[config.mk]
export PLATFORM = sky130hd
export DESIGN_NAME = periph_timer
export DESIGN_NICKNAME = d
export VERILOG_FILES = /design/src/rtl/periph_pkg.sv /design/src/rtl/periph_prescaler.sv /design/src/rtl/periph_timer.sv
export SDC_FILE = /design/constraint.sdc
export NUM_CORES = 1
export LEC_CHECK = 0
export ABC_AREA = 1
export CORE_ASPECT_RATIO = 1.1
export CORE_UTILIZATION = 45
export CTS_CLUSTER_SIZE = 24
export DETAILED_ROUTE_END_ITERATION = 10
export DONT_BUFFER_PORTS = 1
export PLACE_DENSITY_LB_ADDON = 0.1
export SLEW_MARGIN = 20
export SYNTH_ARGS = -nofsm -noshare
export SYNTH_HDL_FRONTEND = slang
export SYNTH_HIERARCHICAL = 1
export SYNTH_SLANG_ARGS = --single-unit
[constraint.sdc]
create_clock -name clk -period 4.8 [get_ports clk]
set_input_delay 0.24 -clock clk [delete_from_list [all_inputs] [get_ports clk]]
set_output_delay 0.24 -clock clk [all_outputs]
set_load 0.01 [all_outputs]
[src/rtl/periph_pkg.sv]
// Register map, TCON bit layout and address decoder shared by the timer peripheral.
// The optional SYSTICK register is decoded only when PERIPH_SYSTICK_EN is defined.
package periph_pkg;

    localparam logic [31:0] OFF_TH      = 32'h0000_0000;
    localparam logic [31:0] OFF_TL      = 32'h0000_0004;
    localparam logic [31:0] OFF_TCON    = 32'h0000_0008;
    localparam logic [31:0] OFF_SYSTICK = 32'h0000_0014;

    localparam int TCON_ENABLE     = 0;
    localparam int TCON_IRQ_EN     = 1;
    localparam int TCON_IRQ_STATUS = 2;

    typedef enum logic [2:0] {
        REG_NONE,
        REG_TH,
        REG_TL,
        REG_TCON,
        REG_SYSTICK
    } reg_sel_e;

    // Exact-match decode: unaligned or unknown offsets fall through to REG_NONE.
    function automatic reg_sel_e decode(input logic [31:0] offset);
        reg_sel_e sel;
        sel = REG_NONE;
        case (offset)
            OFF_TH:      sel = REG_TH;
            OFF_TL:      sel = REG_TL;
            OFF_TCON:    sel = REG_TCON;
`ifdef PERIPH_SYSTICK_EN
            OFF_SYSTICK: sel = REG_SYSTICK;
`endif
            default:     sel = REG_NONE;
        endcase
        return sel;
    endfunction

endpackage

[src/rtl/periph_prescaler.sv]
// Tick generator: one tick every PRESCALE clk cycles while enabled.
// Disabling clears the count so the first tick after enabling is PRESCALE cycles out.
module periph_prescaler #(
    parameter int PRESCALE = 1
) (
    input  logic clk,
    input  logic reset,
    input  logic enable,
    output logic tick
);

    localparam logic [15:0] LAST = 16'(PRESCALE - 1);

    logic [15:0] count;

    always_ff @(posedge clk or negedge reset) begin
        if (!reset) begin
            count <= '0;
        end else if (!enable || count == LAST) begin
            count <= '0;
        end else begin
            count <= count + 16'd1;
        end
    end

    assign tick = enable && (count == LAST);

endmodule

[src/rtl/periph_timer.sv]
// Memory-mapped reload timer with TH/TL/TCON registers and a level interrupt.
// Define PERIPH_SYSTICK_EN to add a free-running read-only SYSTICK counter at 0x14.
module periph_timer
    import periph_pkg::*;
#(
    parameter logic [31:0] BASE_ADDR = 32'h4000_0000,
    parameter int          PRESCALE  = 1
) (
    input  logic        clk,
    input  logic        reset,
    input  logic        rd,
    input  logic        wr,
    input  logic [31:0] addr,
    input  logic [31:0] wdata,
    output logic [31:0] rdata,
    output logic        irqout
);

    logic [31:0] th;
    logic [31:0] tl;
    logic        enable;
    logic        irq_en;
    logic        irq_status;
    logic [31:0] tcon;
    logic        tick;
    logic        overflow_irq;
    reg_sel_e    sel;

    assign sel = decode(addr - BASE_ADDR);

    periph_prescaler #(
        .PRESCALE(PRESCALE)
    ) u_prescaler (
        .clk    (clk),
        .reset  (reset),
        .enable (enable),
        .tick   (tick)
    );

    assign overflow_irq = tick && (tl == 32'hFFFF_FFFF) && irq_en;

    // Bus writes to TL beat the timer; a hardware overflow beats a software clear.
    always_ff @(posedge clk or negedge reset) begin
        if (!reset) begin
            th         <= '0;
            tl         <= '0;
            enable     <= 1'b0;
            irq_en     <= 1'b0;
            irq_status <= 1'b0;
        end else begin
            if (wr && sel == REG_TH) begin
                th <= wdata;
            end
            if (wr && sel == REG_TL) begin
                tl <= wdata;
            end else if (tick) begin
                tl <= (tl == 32'hFFFF_FFFF) ? th : tl + 32'd1;
            end
            if (wr && sel == REG_TCON) begin
                enable <= wdata[TCON_ENABLE];
                irq_en <= wdata[TCON_IRQ_EN];
            end
            if (overflow_irq) begin
                irq_status <= 1'b1;
            end else if (wr && sel == REG_TCON) begin
                irq_status <= wdata[TCON_IRQ_STATUS];
            end
        end
    end

`ifdef PERIPH_SYSTICK_EN
    logic [31:0] systick;

    always_ff @(posedge clk or negedge reset) begin
        if (!reset) begin
            systick <= '0;
        end else begin
            systick <= systick + 32'd1;
        end
    end
`endif

    always_comb begin
        tcon                  = '0;
        tcon[TCON_ENABLE]     = enable;
        tcon[TCON_IRQ_EN]     = irq_en;
        tcon[TCON_IRQ_STATUS] = irq_status;
    end

    always_comb begin
        rdata = '0;
        if (rd) begin
            case (sel)
                REG_TH:      rdata = th;
                REG_TL:      rdata = tl;
                REG_TCON:    rdata = tcon;
`ifdef PERIPH_SYSTICK_EN
                REG_SYSTICK: rdata = systick;
`endif
                default:     rdata = '0;
            endcase
        end
    end

    assign irqout = irq_en & irq_status;

endmodule

==> out/results.ini, run 1 <==
[outcome]
outcome = completed

[timing]
worst_pin_slew_ns = 1.08
setup-tns-final_ns = 0
max_freq_mhz = 347
timing.final.hold_violations = 0
setup_violations = 0
layout_min_cycle_time_ns = 2.88
clock_skew_ns = 0.0136
finalCritPeriodShare_pct = 60.0
finalHoldWorstSlack_ns = 0.0248
rsz0062_at_grt = false
max-slew-margin-rel_pct = 27.8
finalMaxSlewViolations = 0

[pwr]
pwr-share-seq_pct = 48.3
netSwitchingFraction_pct = 23.1
internal_power_w = 0.00111
power.leakage_nw = 2.99
vdd.ir_drop.worst_uv = 114
clock_network_power_share_pct = 49.4
combinationalPowerShare_pct = 2.3
pwr_density_cell_nw_per_um2 = 222
netSwitchingPower_w = 0.000335
p_total_w = 0.00145

[placement]
dp_hpwl_um = 12100
buffer_ports.inserted = 0
final_weighted_congestion_in_routability_driven_placement = 0.922
placed_cells = 1124

[floorplanning]
floorplan.initialDensity_pct = 46.4
die_height_um = 125
chipWidth_um = 113
design.die.area_um2 = 14100
io_pins = 101
core_footprint_um2 = 13300
placementRows = 44

[grt]
global_route_overflow = 0
number_of_antenna_violations_at_the_first_check_in_global_routing = 0
grt_first_pass_wirelength_um = 29300
via_count_of_the_first_global_routing_pass = 5798
track_usage_pct = 26.0
grt_start_max_net_pins = 84

[finish]
final_net_count = 1024
drive_above_1_share_pct = 6.47
antenna_cells = 0
final_util_pct = 49.1
final_cell_count_no_fill = 1142
synthToLayoutAreaGrowth_pct = 6.00

[routing]
final_antenna_net_count = 0
initial_detailed_routing_violation_count = 349
routed_wl_um = 17200
detail_route.vias_per_cell = 5.27
route.vias.total = 6024
routedWlPerCell_um = 15.1
detail_route.first_pass.iterations = 5
post-route-drc-count = 0

[clock_network]
cts.path.max_buffers = 2
count_of_buffers_added_by_post_cts_timing_repair_for_setup = 0
cts-buffers-inserted = 9
cts_tree = done
clock_insertion_delay_worst_skew_ns = 0.35
cts.reportedPaths.clkPinSlew_ns = 0.07
clock_sink_count = 83
cts_root_buf = clkbuf_16
h-tree-depth = 3

[synth]
syn-instance-count = 978
yosys-top-cells-area = dfrtp_1, nand2_1, nand3_1, nor2_1, inv_1
ys_dominant_reg_cell = dfrtp_1
netlist-cell-type-count = 34
synth.yosys.warnings = 6
synthesis.area_per_instance_um2 = 6.29
cell_with_the_most_instances_after_synthesis = nand2_1
synthesis.area_um2 = 6150
synth.top_cell.area_share_pct = 33.8
synth.ff_latch_count = 83
synth-edff-count = 0
synth_largest_area_cell = dfrtp_1
async_reset_ff_share_pct = 100
yosys-top-cells-count = nand2_1, nand3_1, nor2_1, dfrtp_1, inv_1
ys_seq_area_share_pct = 33.8
mappedNetlistNets = 1049

[worst_setup_path]
reg2reg_setup_slack_ns = 1.92
critical-path-top-delay-family = simple AND/OR/NAND/NOR gates
cp_slowest_stage_delay_ns = 0.81
worstReg2RegStart = u_prescaler/count[0]$_DFF_PN0_
crit_path_end_kind = register
timing.critical_path.buf_inv = 3
reg2reg_end = tl[19]$_DFFE_PN0P_
worstPathCellList = inv_1, ha_1, nand2_1, nor2_1, nand2_1, nor2_1, buf_4, inv_1, nand2_1, nor2_1, nor2_1, nand2_1
worstPathArrival_ns = 3.16
setup.worst_path.class = reg -> reg
type_of_origin_of_the_critical_path = register
reg2regPathDepth = 12
cp_slowest_cell = inv_1
crit_fanout = 32
worstPathRequired_ns = 5.09

[worst_hold_path]
endpoint_of_the_worst_hold_path = th[8]$_DFFE_PN0P_
timing.hold.worst.start = wdata[8]
hold_path_depth = 2
hp-class = in -> reg

[job]
maxCapViolCount = 0

-- cell usage in the layout, fill, tap and decap left out, types with 5 or more instances in the layout --
master	n
xnor2_1	8
nand2_1	386
nor2_4	8
nand4_1	22
dfrtp_1	83
clkbuf_16	9
nor2_1	115
nand3_1	155
xor2_1	9
nand2_2	11
inv_1	57
o21ai_0	9
nor2_2	8
nand3b_1	5
a21oi_1	28
-- how the worst max path moves through the flow --
stage                                         startpoint                 end  slack, ns  cells after the start
after global routing      u_prescaler/count[0]$_DFF_PN0_  tl[19]$_DFFE_PN0P_       1.62                     12
after global placement                          addr[30]   th[1]$_DFFE_PN0P_       1.91                     10
after detailed placement                        addr[30]   th[1]$_DFFE_PN0P_       1.88                     10
after floorplan           u_prescaler/count[0]$_DFF_PN0_  tl[25]$_DFFE_PN0P_       3.03                     10
after CTS                                       addr[30]           rdata[12]       1.92                     11
final                     u_prescaler/count[0]$_DFF_PN0_  tl[19]$_DFFE_PN0P_       1.92                     12
-- metal layers --
metal	share of wire [%]	wire length, um	track usage (%)
met1	46	7950	35.2
met2	47	8090	42.3
met3	5.1	880	4.09
met4	1.8	304	8.75
met5	0	0	0
-- stage by stage --
step                setup slack, ns  area [um2]
finish                         1.92        6520
global route                   1.62        6520
floorplan                      3.03        6150
CTS                            1.92        6520
global placement               1.91        6180
detailed placement             1.88        6180
-- logic make-up after synthesis --
group	after synthesis	share of synthesized area, %
AND/OR/NAND/NOR	723	51.3
buffers and inverters	103	7.51
flip-flops	83	33.8
AO/OA/AOI/OAI	49	4.37
XOR/XNOR	17	2.42
adder cells (fa/ha/maj)	3	0.610
-- final cells by class --
type | instances | area [um2]
Clock inverter | 7 | 76.3
Timing Repair Buffer | 6 | 67.6
Fill cell | 1419 | 6750
Sequential cell | 83 | 2080
Tap cell | 184 | 230
Clock buffer | 9 | 225
Multi-Input combinational cell | 792 | 3610
Inverter | 61 | 231
-- sequential cells by signal, summed over array words and instances (netlist names) --
signal,flops
enable,1
irq_en,1
irq_status,1
th,32
tl,32
u_prescaler/count,16
-- power groups by stage --
stage | registers [W] | clock network [W] | logic (W)
2_1_floorplan | 0.000713 | 0 | 0.0000189
3_3_place_gp | 0.000713 | 0 | 0.0000166
3_5_place_dp | 0.000713 | 0 | 0.0000167
4_1_cts | 0.000699 | 0.000730 | 0.0000349
5_1_grt | 0.000699 | 0.000753 | 0.0000385
6_report | 0.000699 | 0.000716 | 0.0000336
-- timing repair --
item,4_1_cts,5_1_grt
hold endpoints to repair,83,0
hold buffers,2,0
gates resized for setup,0,0
-- worst register-to-register path: cells and delay by family (launching register included) --
kind / cells / cell delay [ns]
buf+inv: 3 / 1.11
fa+ha+maj: 1 / 0.19
simple gates: 8 / 1.14
flops: 1 / 0.39
Power figures use the tool's default switching activity.
==> run 2, diff against run 1 <==
==> constraint.sdc (replaced) <==
create_clock -name clk -period 2.9 [get_ports clk]
set_input_delay 0.145 -clock clk [delete_from_list [all_inputs] [get_ports clk]]
set_output_delay 0.145 -clock clk [all_outputs]
set_load 0.01 [all_outputs]
==> run 2 against run 1 <==
  * Wire length rose by 6.0%
  * First-iteration DRC count rose by 15%
  * Largest cell class unchanged
  * Total power rose by 66%
  * Clock-buffer cell count grew 1
  * Global-route usage up 1.1 points
  * Non-clock buffer count rose by 66
  * Sequential share of layout area is 2.9 points lower
  * Sequential power up 66%
  * Via count grew 6.4%
  * Fmax is 17% higher
  * Die area unchanged
  * Highest routed layer unchanged
==> out/results.ini, run 2 (synthesis gave the netlist of run 1 again) <==
[worst_setup_path]
crit_path_frequent_cell = nand2_1
worstReg2RegStart = tl[0]$_DFFE_PN0P_
worstPathRequired_ns = 3.19  ; -1.90 ns
crit_path_end_kind = register
cp_slowest_stage_delay_ns = 0.47  ; -0.34 ns
reg2regPathDepth = 13  ; +1
reg2reg_end = tl[4]$_DFFE_PN0P_
type_of_origin_of_the_critical_path = register
critical-path-top-delay-family = simple AND/OR/NAND/NOR gates
timing.critical_path.buf_inv = 2  ; -1
cp_num_cells = 13  ; +1
endpoint = tl[4]$_DFFE_PN0P_
crit_fanout = 22  ; -31%
worstPathCellList = ha_1, inv_1, nor2_4, nand2_4, nor2_4, nand2_4, clkinv_2, nand2_1, nand2_1, nand2_1, nand2_1, nand2_1, nand2_1
reg2reg_setup_slack_ns = 0.44  ; -1.48 ns
setup.worst_path.class = reg -> reg
worstPathArrival_ns = 2.76  ; -0.40 ns
cp_slowest_cell = dfrtp_1
worstSetupStartpoint = tl[0]$_DFFE_PN0P_

[routing]
route.vias.total = 6407  ; +6.4%
detail_route.vias_per_cell = 5.31  ; +0.63%
initial_detailed_routing_violation_count = 400  ; +15%
post-route-drc-count = 0  ; unchanged
routedWlPerCell_um = 15.1  ; +0.29%
detail_route.first_pass.iterations = 7  ; +2
routed_wl_um = 18300  ; +6.0%
final_antenna_net_count = 0  ; unchanged

[timing]
max-slew-margin-rel_pct = 37.9  ; +10 points
layout_min_cycle_time_ns = 2.46  ; -0.415 ns
finalHoldWorstSlack_ns = 0.000337  ; -0.0245 ns
clock_skew_ns = 0.00832  ; -0.00526 ns
worst_pin_slew_ns = 0.931  ; -0.151 ns
finalCritPeriodShare_pct = 84.9  ; +25 points
finalMaxSlewViolations = 0  ; unchanged
rsz0062_at_grt = false
setup-tns-final_ns = 0  ; unchanged
setup_violations = 0  ; unchanged
max_freq_mhz = 406  ; +17%
timing.final.hold_violations = 0  ; unchanged

[grt]
number_of_antenna_violations_at_the_first_check_in_global_routing = 0  ; unchanged
grt_start_max_net_pins = 84  ; unchanged
global_route_overflow = 0  ; unchanged
track_usage_pct = 27.1  ; +1.1 points
via_count_of_the_first_global_routing_pass = 6098  ; +5.2%
grt_first_pass_wirelength_um = 30300  ; +3.3%

[floorplanning]
io_pins = 101  ; unchanged
design.die.area_um2 = 14100  ; unchanged
chipWidth_um = 113  ; unchanged
die_height_um = 125  ; unchanged
floorplan.initialDensity_pct = 46.4  ; unchanged
core_footprint_um2 = 13300  ; unchanged
placementRows = 44  ; unchanged

[outcome]
outcome = completed

[clock_network]
cts_root_buf = clkbuf_16
cts_tree = done
hold_buffers = 63  ; +61
cts-buffers-inserted = 9  ; unchanged
clock_sink_count = 83  ; unchanged
h-tree-depth = 3  ; unchanged
cts.reportedPaths.clkPinSlew_ns = 0.06  ; about the same
cts.path.max_buffers = 2  ; unchanged
cts-resized-gates = 0  ; unchanged
clock_insertion_delay_worst_skew_ns = 0.35  ; about the same
count_of_buffers_added_by_post_cts_timing_repair_for_setup = 0  ; unchanged

[finish]
final_cell_mix = nand2_1, nand3_1, nor2_1, dfrtp_1, dlygate4sd3_1
final_net_count = 1090  ; +6.4%
final_cell_count_no_fill = 1207  ; +5.7%
synthToLayoutAreaGrowth_pct = 16.5
drive_above_1_share_pct = 6.35  ; -0.12 points
layout_commonest_cell = nand2_1
antenna_cells = 0  ; unchanged
top_regs = th x32, tl x32, u_prescaler/count x16

[placement]
placed_cells = 1129  ; +0.44%
dp_hpwl_um = 12300  ; +1.9%
final_weighted_congestion_in_routability_driven_placement = 0.934  ; +1.3%
buffer_ports.inserted = 0  ; unchanged

[pwr]
clock_network_power_share_pct = 47.7  ; -1.7 points
pwr_density_cell_nw_per_um2 = 336  ; +51%
power.leakage_nw = 3.19  ; +6.7%
netSwitchingPower_w = 0.000545  ; +63%
netSwitchingFraction_pct = 22.6  ; -0.51 points
combinationalPowerShare_pct = 4.2  ; +1.9 points
vdd.ir_drop.worst_uv = 265  ; +130%
pwr-share-seq_pct = 48.1  ; -0.2 points
internal_power_w = 0.00186  ; +67%

[worst_hold_path]
hold_path_depth = 4  ; +2
hp-class = in -> reg

[job]
maxCapViolCount = 0  ; unchanged

==> run 2: cell count changes in the layout (fill, tap and decap cells not counted) <==
cell	change
buf_12	+1
buf_4	+4
clkbuf_1	+1
clkinv_2	+1
clkinv_4	-2
dlygate4sd3_1	+61
inv_6	-1
==> run 2: tightest hold or removal path: cells and delay by family <==
family	cells	cell delay (ns)
AND/OR/NAND/NOR	4	0.16
==> run 2: metal layers <==
metal  wire (um)  part of all wire, %  track usage [%]  vias to the layer above
met2        8510                   47             44.0                      201
met3         996                  5.5             4.43                       33
met4         418                  2.3             10.1                        0
li1            -                    -                -                     3213
met5           0                    0                0                        -
met1        8340                   46             36.1                     2960
==> run 2: how the worst min path moves through the flow <==
stage	startpoint	slack, ns	endpoint
2_1_floorplan	reset	-0.15	enable$_DFFE_PN0P_
3_3_place_gp	reset	-0.15	u_prescaler/count[7]$_DFF_PN0_
3_5_place_dp	reset	-0.15	u_prescaler/count[7]$_DFF_PN0_
4_1_cts	wdata[12]	0.0002	tl[12]$_DFFE_PN0P_
5_1_grt	wdata[12]	0.03	tl[12]$_DFFE_PN0P_
6_report	wdata[10]	0.0003	tl[10]$_DFFE_PN0P_
==> run 2: power by group through the flow <==
stage | Clock [W] | Combinational, W | Sequential [W]
after global placement | 0 | 0.0000302 | 0.00118
after floorplan | 0 | 0.0000312 | 0.00118
final | 0.00115 | 0.000102 | 0.00116
after detailed placement | 0 | 0.0000303 | 0.00118
after CTS | 0.00116 | 0.000105 | 0.00116
after global routing | 0.00120 | 0.000114 | 0.00116
==> run 2: area by class of cell <==
cell class	instances	area (um2)
Clock buffer	10	229
Clock inverter	5	55.1
Fill cell	1332	6110
Inverter	61	231
Multi-Input combinational cell	792	3610
Sequential cell	83	2080
Tap cell	184	230
Timing Repair Buffer	72	728
==> run 2: stage by stage <==
step	worst slack, ns	cell area [um2]	utilization [%]	total power, W
finish	0.437	7160	54.0	0.00241
global route	0.273	7160	54.0	0.00247
CTS	0.478	7160	54.0	0.00242
detailed placement	0.488	6230	47.0	0.00121
global placement	0.642	6230	47.0	0.00121
floorplan	1.13	6150	-	0.00121
==> run 3, diff against run 2 <==
==> constraint.sdc (replaced) <==
create_clock -name clk -period 2.49 [get_ports clk]
set_input_delay 0.1245 -clock clk [delete_from_list [all_inputs] [get_ports clk]]
set_output_delay 0.1245 -clock clk [all_outputs]
set_load 0.01 [all_outputs]
==> run 3 against run 2 <==
  * Sequential power grew 16%
  * Global-route usage grew 0.50 points
  * Die area is the same
  * Largest cell class unchanged
==> out/results.ini, run 3 (synthesis gave the netlist of run 1 again) <==
[clock_network]
cts_tree = done
cts_root_buf = clkbuf_16
h-tree-depth = 3  ; unchanged
cts-buffers-inserted = 9  ; unchanged
count_of_buffers_added_by_post_cts_timing_repair_for_setup = 0  ; unchanged
cts.reportedPaths.clkPinSlew_ns = 0.06  ; about the same
cts.path.max_buffers = 2  ; unchanged
clock_sink_count = 83  ; unchanged
clock_insertion_delay_worst_skew_ns = 0.35  ; about the same
hold_buffers = 64  ; +1.6%
cts-resized-gates = 0  ; unchanged

[timing]
rsz0062_at_grt = false
setup-tns-final_ns = 0  ; unchanged
min_setup_slack_post_route_ns = 0.296  ; -0.141 ns
setup_violations = 0  ; unchanged
layout_min_cycle_time_ns = 2.19  ; -0.269 ns
timing.final.hold_violations = 0  ; unchanged
finalHoldWorstSlack_ns = 0.00655  ; +0.00622 ns
finalCritPeriodShare_pct = 88.1  ; +3.2 points
finalMaxSlewViolations = 0  ; unchanged
worst_pin_slew_ns = 0.767  ; -0.164 ns
clock_skew_ns = 0.00740  ; -0.000921 ns
max_freq_mhz = 456  ; +12%
max-slew-margin-rel_pct = 48.7  ; +11 points

[outcome]
outcome = completed

[placement]
post_dp_cell_area_um2 = 6460  ; +3.8%
placed_cells = 1162  ; +2.9%
dp_hpwl_um = 12400  ; +0.82%
buffer_ports.inserted = 0  ; unchanged
final_weighted_congestion_in_routability_driven_placement = 0.930  ; -0.45%
post-place-ws_ns = 0.321  ; -0.168 ns

[worst_setup_path]
timing.critical_path.buf_inv = 2  ; unchanged
type_of_origin_of_the_critical_path = register
reg2reg_setup_slack_ns = 0.30  ; -0.14 ns
crit_path_end_kind = register
crit_fanout = 22  ; unchanged
setup.worst_path.class = reg -> reg
cp_slowest_cell = dfrtp_1
worstPathArrival_ns = 2.43  ; -0.33 ns
worstPathCellList = ha_1, inv_1, nor2_4, nand2_4, nor2_4, nand2_4, clkinv_2, nand2_1, nand2_1, nand2_1, nand2_1, nand2_1, nand2_1
worstPathRequired_ns = 2.73  ; -0.46 ns
critical-path-top-delay-family = simple AND/OR/NAND/NOR gates
cp_slowest_stage_delay_ns = 0.45  ; -0.02 ns
crit_path_frequent_cell = nand2_1

[grt]
global_route_overflow = 0  ; unchanged
grt_start_max_net_pins = 84  ; unchanged
track_usage_pct = 27.6  ; +0.50 points
via_count_of_the_first_global_routing_pass = 6323  ; +3.7%
grt_first_pass_wirelength_um = 31100  ; +2.6%
number_of_antenna_violations_at_the_first_check_in_global_routing = 0  ; unchanged

[routing]
final_antenna_net_count = 0  ; unchanged
detail_route.first_pass.iterations = 5  ; -2
routedWlPerCell_um = 14.8  ; -2.1%
detail_route.vias_per_cell = 5.24  ; -1.3%
route.vias.total = 6508  ; +1.6%
initial_detailed_routing_violation_count = 470  ; +18%
routed_wl_um = 18400  ; +0.69%
post-route-drc-count = 0  ; unchanged

[floorplanning]
chipWidth_um = 113  ; unchanged
placementRows = 44  ; unchanged
floorplan.initialDensity_pct = 46.4  ; unchanged
core_footprint_um2 = 13300  ; unchanged
design.die.area_um2 = 14100  ; unchanged
io_pins = 101  ; unchanged
die_height_um = 125  ; unchanged

[finish]
post-route-cell-area_um2 = 7450  ; +4.0%
final_net_count = 1124  ; +3.1%
multi_input_comb_area_um2 = 3610  ; unchanged
synthToLayoutAreaGrowth_pct = 21.2
top_regs = th x32, tl x32, u_prescaler/count x16
num-fill-cells = 1352  ; +1.5%
antenna_cells = 0  ; unchanged
drive_above_1_share_pct = 9.36  ; +3.0 points
final_cell_mix = nand2_1, nand3_1, nor2_1, dfrtp_1, dlygate4sd3_1
final_cell_count_no_fill = 1242  ; +2.9%
seq_area_um2 = 2080  ; unchanged
layout_commonest_cell = nand2_1

[worst_hold_path]
hp-class = in -> reg

[pwr]
vdd.ir_drop.worst_uv = 352  ; +33%
power.leakage_nw = 3.39  ; +6.2%
pwr_density_cell_nw_per_um2 = 399  ; +19%

[job]
maxCapViolCount = 0  ; unchanged

[run 3: cell type report]
class                   count  share of cell area (%)
inverters                  61                    3.11
clock buffers              11                    3.26
repair buffers            106                    13.1
clock inverters             5                    1.14
multi-input cells         792                    48.5
well taps                 184                    3.09
flip-flops and latches     83                    27.9
[run 3: where the power goes]
part	internal [W]	leakage, nW	switching (W)
combinational	0.0000518	2.08	0.0000706
sequential	0.00135	1.16	0.0000000000274
clock	0.000912	0.156	0.000591
[run 3: path summary, 6_finish.rpt]
path                                                    to                            from  cells after the start
min in group asynchronous  u_prescaler/count[12]$_DFF_PN0_                           reset                      2
setup / recovery                         tl[1]$_DFFE_PN0P_               tl[0]$_DFFE_PN0P_                     13
max in group asynchronous                tl[1]$_DFFE_PN0P_                           reset                      2
hold / removal                           tl[1]$_DFFE_PN0P_                        wdata[1]                      4
setup reg to reg                         tl[1]$_DFFE_PN0P_               tl[0]$_DFFE_PN0P_                     13
hold reg to reg             u_prescaler/count[0]$_DFF_PN0_  u_prescaler/count[0]$_DFF_PN0_                      1
[run 3: through the flow]
step / power, W / utilization [%]
6_report: 0.00297 / 56.2
5_1_grt: 0.00304 / 56.2
4_1_cts: 0.00299 / 56.2
3_5_place_dp: 0.00141 / 48.7
3_3_place_gp: 0.00141 / 48.7
2_1_floorplan: 0.00141 / -
[run 3: metal layers]
layer	global-route usage, %	share of wire (%)	up-vias
li1	-	-	3274
met1	36.5	45	3009
met2	46.1	48	203
met3	3.80	5.1	22
met4	9.37	1.8	0
met5	0	0	-
[run 3: worst min-delay path: cells and delay by family]
| family | cells | cell delay (ns) |
|---|---|---|
| and+or+nand+nor | 4 | 0.19 |
